<file path="src/rtl/hdmi_timing_gen_if.sv">
// Video timing bus: pattern controls in, timing/pixel stream out.
interface hdmi_timing_gen_if #(
    parameter int unsigned CNT_W   = 10,
    parameter int unsigned COLOR_W = 8
);
    logic [1:0]           mode;
    logic [3*COLOR_W-1:0] solid_rgb;
    logic                 pix_en;
    logic [CNT_W-1:0]     CountX;
    logic [CNT_W-1:0]     CountY;
    logic                 H_sync;
    logic                 V_sync;
    logic                 Draw_enable;
    logic [COLOR_W-1:0]   RED;
    logic [COLOR_W-1:0]   GREEN;
    logic [COLOR_W-1:0]   BLUE;
    logic                 line_start;
    logic                 frame_start;

    // Timing generator side
    modport master (
        input  mode, solid_rgb,
        output pix_en, CountX, CountY, H_sync, V_sync, Draw_enable,
               RED, GREEN, BLUE, line_start, frame_start
    );

    // Video sink side
    modport slave (
        output mode, solid_rgb,
        input  pix_en, CountX, CountY, H_sync, V_sync, Draw_enable,
               RED, GREEN, BLUE, line_start, frame_start
    );
endinterface

</file>
<file path="src/rtl/hdmi_timing_gen.sv">
// Video timing and test-pattern generator driven by a pixel-rate enable on clk_50.
module hdmi_timing_gen #(
    parameter int unsigned PIX_DIV  = 2,
    parameter int unsigned CNT_W    = 10,
    parameter int unsigned COLOR_W  = 8,
    parameter int unsigned H_ACTIVE = 640,
    parameter int unsigned H_FP     = 16,
    parameter int unsigned H_SYNC   = 96,
    parameter int unsigned H_BP     = 48,
    parameter int unsigned V_ACTIVE = 480,
    parameter int unsigned V_FP     = 10,
    parameter int unsigned V_SYNC   = 2,
    parameter int unsigned V_BP     = 33,
    parameter bit          HS_POL   = 1'b1,
    parameter bit          VS_POL   = 1'b1,
    parameter int unsigned CHK_LOG2 = 5
) (
    input  logic                clk_50,
    input  logic                reset,
    hdmi_timing_gen_if.master   vid
);
    localparam int unsigned H_TOT    = H_ACTIVE + H_FP + H_SYNC + H_BP;
    localparam int unsigned V_TOT    = V_ACTIVE + V_FP + V_SYNC + V_BP;
    localparam int unsigned HS_START = H_ACTIVE + H_FP;
    localparam int unsigned HS_END   = HS_START + H_SYNC;
    localparam int unsigned VS_START = V_ACTIVE + V_FP;
    localparam int unsigned VS_END   = VS_START + V_SYNC;
    localparam int unsigned BAR_W    = H_ACTIVE / 8;
    localparam int unsigned DIV_W    = (PIX_DIV > 1) ? $clog2(PIX_DIV) : 1;
    localparam int unsigned BAR_PW   = (BAR_W > 1) ? $clog2(BAR_W) : 1;
    localparam int unsigned RGB_W    = 3 * COLOR_W;

    // Reject geometries the counters cannot represent
    if (PIX_DIV < 1 || BAR_W < 1 || CHK_LOG2 >= CNT_W ||
        H_TOT > (2 ** CNT_W) || V_TOT > (2 ** CNT_W)) begin : g_param_err
        $error("hdmi_timing_gen: illegal parameter set");
    end

    logic [DIV_W-1:0]   div_q, div_d;
    logic [CNT_W-1:0]   hx_q, hx_d, vy_q, vy_d;
    logic [BAR_PW-1:0]  bar_pix_q, bar_pix_d;
    logic [2:0]         bar_idx_q, bar_idx_d;
    logic [1:0]         mode_q, mode_d;
    logic [RGB_W-1:0]   solid_q, solid_d;
    logic               pix_en_q, pix_en_d;
    logic [CNT_W-1:0]   countx_q, countx_d, county_q, county_d;
    logic               hs_q, hs_d, vs_q, vs_d, de_q, de_d;
    logic [RGB_W-1:0]   rgb_q, rgb_d;
    logic               line_start_q, line_start_d;
    logic               frame_start_q, frame_start_d;

    logic               pe_c, hx_last_c, vy_last_c, de_c;
    logic [COLOR_W-1:0] red_c, green_c, blue_c;

    // Next-state: divider, raster counters, bar tracker, frame-aligned mode latch, output decode
    always_comb begin
        div_d         = div_q;
        hx_d          = hx_q;
        vy_d          = vy_q;
        bar_pix_d     = bar_pix_q;
        bar_idx_d     = bar_idx_q;
        mode_d        = mode_q;
        solid_d       = solid_q;
        countx_d      = countx_q;
        county_d      = county_q;
        hs_d          = hs_q;
        vs_d          = vs_q;
        de_d          = de_q;
        rgb_d         = rgb_q;
        line_start_d  = 1'b0;
        frame_start_d = 1'b0;
        red_c         = '0;
        green_c       = '0;
        blue_c        = '0;

        pe_c      = (div_q == DIV_W'(PIX_DIV - 1));
        hx_last_c = (32'(hx_q) == H_TOT - 1);
        vy_last_c = (32'(vy_q) == V_TOT - 1);
        de_c      = (32'(hx_q) < H_ACTIVE) && (32'(vy_q) < V_ACTIVE);
        pix_en_d  = pe_c;
        div_d     = pe_c ? '0 : div_q + DIV_W'(1);

        case (mode_q)
            2'd0: begin
                red_c   = COLOR_W'(vy_q >> 1);
                green_c = COLOR_W'(hx_q);
                blue_c  = COLOR_W'(vy_q);
            end
            2'd1: begin
                red_c   = {COLOR_W{~bar_idx_q[1]}};
                green_c = {COLOR_W{~bar_idx_q[2]}};
                blue_c  = {COLOR_W{~bar_idx_q[0]}};
            end
            2'd2: {red_c, green_c, blue_c} = solid_q;
            default: begin
                red_c   = {COLOR_W{hx_q[CHK_LOG2] ^ vy_q[CHK_LOG2]}};
                green_c = red_c;
                blue_c  = red_c;
            end
        endcase

        if (pe_c) begin
            hx_d = hx_last_c ? '0 : hx_q + CNT_W'(1);
            if (hx_last_c) begin
                vy_d = vy_last_c ? '0 : vy_q + CNT_W'(1);
            end

            // Bar index tracks hx/BAR_W without a divider, clamped at the last bar
            if (hx_last_c) begin
                bar_pix_d = '0;
                bar_idx_d = '0;
            end else if (32'(bar_pix_q) == BAR_W - 1) begin
                bar_pix_d = '0;
                if (bar_idx_q != 3'd7) begin
                    bar_idx_d = bar_idx_q + 3'd1;
                end
            end else begin
                bar_pix_d = bar_pix_q + BAR_PW'(1);
            end

            // Pattern controls only change across the frame boundary
            if (hx_last_c && vy_last_c) begin
                mode_d  = vid.mode;
                solid_d = vid.solid_rgb;
            end

            countx_d      = hx_q;
            county_d      = vy_q;
            de_d          = de_c;
            hs_d          = ((32'(hx_q) >= HS_START) && (32'(hx_q) < HS_END)) ? HS_POL : ~HS_POL;
            vs_d          = ((32'(vy_q) >= VS_START) && (32'(vy_q) < VS_END)) ? VS_POL : ~VS_POL;
            rgb_d         = de_c ? {red_c, green_c, blue_c} : '0;
            line_start_d  = (hx_q == '0);
            frame_start_d = (hx_q == '0) && (vy_q == '0);
        end
    end

    // State and output registers with synchronous reset
    always_ff @(posedge clk_50) begin
        if (reset) begin
            div_q         <= '0;
            hx_q          <= '0;
            vy_q          <= '0;
            bar_pix_q     <= '0;
            bar_idx_q     <= '0;
            mode_q        <= vid.mode;
            solid_q       <= vid.solid_rgb;
            pix_en_q      <= 1'b0;
            countx_q      <= '0;
            county_q      <= '0;
            hs_q          <= ~HS_POL;
            vs_q          <= ~VS_POL;
            de_q          <= 1'b0;
            rgb_q         <= '0;
            line_start_q  <= 1'b0;
            frame_start_q <= 1'b0;
        end else begin
            div_q         <= div_d;
            hx_q          <= hx_d;
            vy_q          <= vy_d;
            bar_pix_q     <= bar_pix_d;
            bar_idx_q     <= bar_idx_d;
            mode_q        <= mode_d;
            solid_q       <= solid_d;
            pix_en_q      <= pix_en_d;
            countx_q      <= countx_d;
            county_q      <= county_d;
            hs_q          <= hs_d;
            vs_q          <= vs_d;
            de_q          <= de_d;
            rgb_q         <= rgb_d;
            line_start_q  <= line_start_d;
            frame_start_q <= frame_start_d;
        end
    end

    assign vid.pix_en      = pix_en_q;
    assign vid.CountX      = countx_q;
    assign vid.CountY      = county_q;
    assign vid.H_sync      = hs_q;
    assign vid.V_sync      = vs_q;
    assign vid.Draw_enable = de_q;
    assign vid.RED         = rgb_q[RGB_W-1 -: COLOR_W];
    assign vid.GREEN       = rgb_q[2*COLOR_W-1 -: COLOR_W];
    assign vid.BLUE        = rgb_q[COLOR_W-1:0];
    assign vid.line_start  = line_start_q;
    assign vid.frame_start = frame_start_q;
endmodule

</file>
<file path="src/flat_wrapper.sv">
// flat-port wrapper written by rule: the top's interface ports become plain ports
module hdmi_timing_gen_flat 
#(
    parameter int unsigned PIX_DIV  = 2,
    parameter int unsigned CNT_W    = 10,
    parameter int unsigned COLOR_W  = 8,
    parameter int unsigned H_ACTIVE = 640,
    parameter int unsigned H_FP     = 16,
    parameter int unsigned H_SYNC   = 96,
    parameter int unsigned H_BP     = 48,
    parameter int unsigned V_ACTIVE = 480,
    parameter int unsigned V_FP     = 10,
    parameter int unsigned V_SYNC   = 2,
    parameter int unsigned V_BP     = 33,
    parameter bit          HS_POL   = 1'b1,
    parameter bit          VS_POL   = 1'b1,
    parameter int unsigned CHK_LOG2 = 5
)
  (clk_50, reset, vid_mode, vid_solid_rgb, vid_pix_en, vid_CountX, vid_CountY, vid_H_sync, vid_V_sync, vid_Draw_enable, vid_RED, vid_GREEN, vid_BLUE, vid_line_start, vid_frame_start);
  hdmi_timing_gen_if #(.CNT_W(CNT_W), .COLOR_W(COLOR_W)) vid_i ();
  input  logic clk_50;
  input  logic reset;
  input wire logic [$bits(vid_i.mode)-1:0] vid_mode;
  input wire logic [$bits(vid_i.solid_rgb)-1:0] vid_solid_rgb;
  output wire logic [$bits(vid_i.pix_en)-1:0] vid_pix_en;
  output wire logic [$bits(vid_i.CountX)-1:0] vid_CountX;
  output wire logic [$bits(vid_i.CountY)-1:0] vid_CountY;
  output wire logic [$bits(vid_i.H_sync)-1:0] vid_H_sync;
  output wire logic [$bits(vid_i.V_sync)-1:0] vid_V_sync;
  output wire logic [$bits(vid_i.Draw_enable)-1:0] vid_Draw_enable;
  output wire logic [$bits(vid_i.RED)-1:0] vid_RED;
  output wire logic [$bits(vid_i.GREEN)-1:0] vid_GREEN;
  output wire logic [$bits(vid_i.BLUE)-1:0] vid_BLUE;
  output wire logic [$bits(vid_i.line_start)-1:0] vid_line_start;
  output wire logic [$bits(vid_i.frame_start)-1:0] vid_frame_start;
  assign vid_i.mode = vid_mode;
  assign vid_i.solid_rgb = vid_solid_rgb;
  assign vid_pix_en = vid_i.pix_en;
  assign vid_CountX = vid_i.CountX;
  assign vid_CountY = vid_i.CountY;
  assign vid_H_sync = vid_i.H_sync;
  assign vid_V_sync = vid_i.V_sync;
  assign vid_Draw_enable = vid_i.Draw_enable;
  assign vid_RED = vid_i.RED;
  assign vid_GREEN = vid_i.GREEN;
  assign vid_BLUE = vid_i.BLUE;
  assign vid_line_start = vid_i.line_start;
  assign vid_frame_start = vid_i.frame_start;
  hdmi_timing_gen #(.PIX_DIV(PIX_DIV), .CNT_W(CNT_W), .COLOR_W(COLOR_W), .H_ACTIVE(H_ACTIVE), .H_FP(H_FP), .H_SYNC(H_SYNC), .H_BP(H_BP), .V_ACTIVE(V_ACTIVE), .V_FP(V_FP), .V_SYNC(V_SYNC), .V_BP(V_BP), .HS_POL(HS_POL), .VS_POL(VS_POL), .CHK_LOG2(CHK_LOG2)) u_core (.clk_50(clk_50), .reset(reset), .vid(vid_i));
endmodule
</file>
<file path="config.mk">
export PLATFORM = sky130hd
export DESIGN_NAME = hdmi_timing_gen_flat
export DESIGN_NICKNAME = d
export VERILOG_FILES = /design/src/rtl/hdmi_timing_gen_if.sv /design/src/rtl/hdmi_timing_gen.sv /design/src/flat_wrapper.sv
export SDC_FILE = /design/constraint.sdc
export NUM_CORES = 1
export LEC_CHECK = 0
export CAP_MARGIN = 20
export CORE_MARGIN = 4
export CORE_UTILIZATION = 42
export CTS_CLUSTER_DIAMETER = 30
export DETAILED_ROUTE_END_ITERATION = 10
export PLACE_DENSITY = 0.68
export SLEW_MARGIN = 0
export SYNTH_ARGS = -nofsm -noshare
export SYNTH_HDL_FRONTEND = slang
export SYNTH_SLANG_ARGS = --single-unit
</file>
<file path="constraint.sdc">
create_clock -name clk_50 -period 3.9 [get_ports clk_50]
set_input_delay 0.78 -clock clk_50 [delete_from_list [all_inputs] [get_ports clk_50]]
set_output_delay 0.78 -clock clk_50 [all_outputs]
set_load 0.03 [all_outputs]
</file>
==> metrics <==
status=complete, no violations; smallest hold slack=approximately 0.46 ns; # Post-CTS Setup Buffers=0; unique cell type count in the Yosys netlist=44; cell taking the most area after synthesis=dfxtp_1; number of register bits inferred by synthesis=107; fraction of the cycle the final worst path needs=between 70% and 80%; number of enable-type register cells in the synthesized netlist=26; antenna diode count=0; DR iter-0 viols=~120; Fmax achieved=between 0.3 and 0.4 GHz; Maximum Capacitance Violations=0; Vert. Die Dim=~110 um; clock latency reported for the late side of the worst-skew pair=about 0.37 ns; layout net count=between 500 and 600; Remaining DRCs=0; count of hold-fix buffers inserted at cts=0; area taken by multi-input logic gates=between 0.0015 and 0.002 mm^2; Clock Root Buffer=clkbuf_8; number of antenna violations at the first check in global routing=0; number of vias per cell=5.17; commonest non-fill, non-tap cell in the layout=dfxtp_1; unrepaired setup endpoints after global routing=no; total of cells resized after clock tree synthesis=0; largest vdd supply drop=between 0.0002 and 0.00025 V; Post-DP HPWL=7110 um; num rows=36; headroom to the max-slew limit=about a third; Post-DRT Antenna Nets=0; Power Density=just under 400 mW/mm^2; TritonCTS Buffers=9; Leak=~1.9 nW; area enclosed by the die boundary=around 0.012 mm^2; drt pass-1 iters=6; CTS tree=yes; global route overflow=0; post-synthesis sequential area ratio=between 50% and 60%; cells taking the most area after synthesis=dfxtp_1, edfxtp_1, mux2i_1; portion of synthesized cell area occupied by the leading cell type=37.8%; Max Slew Vio Count=0; endpoints failing setup=0; Starting Density=43.5%; first-pass GRT wire length=about 16,000 um; highest cell delay on the worst timing path=around 0.80 ns; Crit Path Class=flip-flop to flip-flop; share of final-layout standard cells stronger than drive strength 1=around 5.6%; cell breakdown of the critical path=ha_1 -> nand4_1 -> or3_4 -> o21bai_2 -> buf_4; FF+latch area=roughly 0.0024 mm^2; level count of the clock H-tree=3; Setup crit start kind=flip-flop; average cell area after synthesis=between 9 and 10 um^2; endpoints failing hold=0; required time at the worst-slack endpoint=3.96 ns; weighted congestion reported at the end of routability-driven placement=between 0.8 and 0.9; via count=between 3,000 and 4,000; CTS sink cnt=between 100 and 150; maximum number of pins on one net before global-route repair=29; setup total negative slack=0 ns; Post-Synthesis Cell Area=~0.0043 mm^2; cell area after layout=around 0.0054 mm^2; Post-synth ARST share=0%; final routed wire length divided by cell count=between 15 and 20 um; family with the most delay on the worst path=simple AND/OR/NAND/NOR gates; Port-buffer cells=77; time the final worst path needs with I/O delays and setup=a little under 3 ns; transition time at the pin with the least slew margin=a little under 1 ns; total nets after synthesis=between 400 and 500; Slowest cell on crit path=o21bai_2; maximum buffer depth of the clock tree=2; arrival time worst endpoint=between 2 and 3 ns; FILL cells=about 890; top library cells by usage in the layout, fill and taps aside=dfxtp_1, clkdlybuf4s50_1, nor2_1, nand2_1, o21ai_0; Tot GR Track Use=17.0%; sum of routed wire length over all layers=~10000 um; class of the tightest hold or removal check=flip-flop to flip-flop; sort of element at the end of the critical path=flip-flop; Core Footprint=0.00986 mm^2; gate count of the mapped netlist=430; area after detailed placement=0.00515 mm^2; worst path bufs/invs=1; Clk pin slew, worst setup/hold paths=~0.09 ns; clock skew after layout=0.0134 ns; Layout area overhead=24.8%; via count of the first global-routing pass=around 3,200; Synth Flop Type=dfxtp_1; Ys Warns=0; number of placed I/O pins=78; maximum net fanout on the critical path=21; Horiz. Die Dim=109 um; Final Power=approximately 2.1 mW
[layout make-up]
cell class              count  share of cell area, %
clock buffers              11                   2.45
inverters                  12                  0.840
well taps                 133                   3.10
multi-input cells         284                   32.3
repair buffers             82                   15.1
clock inverters             5                   1.45
flip-flops and latches    107                   44.8
[stage by stage]
step                std cells  setup WS, ns  util, %
floorplan                 430          1.22        -
global placement          618          1.08     52.2
detailed placement        618         0.983     52.2
CTS                       634         0.963     54.4
global route              634         0.812     54.4
finish                    634         0.965     54.4
[power breakdown]
group | total [mW] | switching, mW | internal, mW
Combinational | 0.196 | 0.109 | 0.0873
Sequential | 1.20 | 0.0254 | 1.18
Clock | 0.716 | 0.356 | 0.361
[state kept, by name, indices dropped and copies added, names as in the netlist]
signal                  count
u_core.vid.line_start       1
u_core.bar_idx_q            3
u_core.vid.CountX          10
u_core.vy_q                10
u_core.div_q                1
u_core.mode_q               2
u_core.vid.H_sync           1
u_core.solid_q             24
u_core.vid.CountY          10
u_core.vid.frame_start      1
u_core.vid.Draw_enable      1
u_core.hx_q                10
u_core.vid.V_sync           1
u_core.rgb_q               24
u_core.bar_pix_q            7
u_core.vid.pix_en           1
[final timing paths]
path	cells after the start	endpoint	from	slack, ns
max	5	u_core.solid_q[11]	u_core.hx_q[0]	0.96
min	2	u_core.rgb_q[3]	u_core.rgb_q[3]	0.46
max reg2reg	5	u_core.solid_q[11]	u_core.hx_q[0]	0.96
min reg2reg	2	u_core.rgb_q[3]	u_core.rgb_q[3]	0.46
[kinds of logic after synthesis]
group | count (synthesis) | share of synthesized area (%)
mux | 20 | 4.66
buf+inv | 39 | 3.84
flops | 107 | 55.9
xor+xnor | 16 | 3.26
compound gates | 91 | 13.2
fa+ha+maj | 7 | 2.04
simple gates | 150 | 17.1
[cell usage after synthesis, types with 2 or more instances]
cell type   n
or4_1       2
a21oi_1    23
xor2_1      7
nand2b_1    4
inv_1      12
nand3_1    14
a22o_1      4
nand2_1    39
edfxtp_1   26
buf_2       3
nand4_1     9
ha_1        7
nor4_1      6
and3_1      6
or3_4       2
mux2i_1    20
a21o_1     11
clkbuf_1   18
buf_6       2
nor3_1      6
a211oi_1   10
a31o_2      3
nor2b_1     8
nor2_1     44
dfxtp_1    81
and4_1      2
o31ai_1     3
xnor2_1     9
buf_1       4
or3_1       2
o21ai_0    30
[tightest hold or removal path: stages (launching register included)]
cell and delay, ns:
dfxtp_1 0.33, nand2_1 0.04, o21ai_0 0.05
[routing by layer]
metal	vias to the layer above	GRT usage, %	share of wire (%)
met5	-	0	0
met1	1530	21.6	43
li1	1649	-	-
met2	86	28.5	50
met4	0	4.69	1.4
met3	14	4.74	5.8
Power figures use the tool's default switching activity.
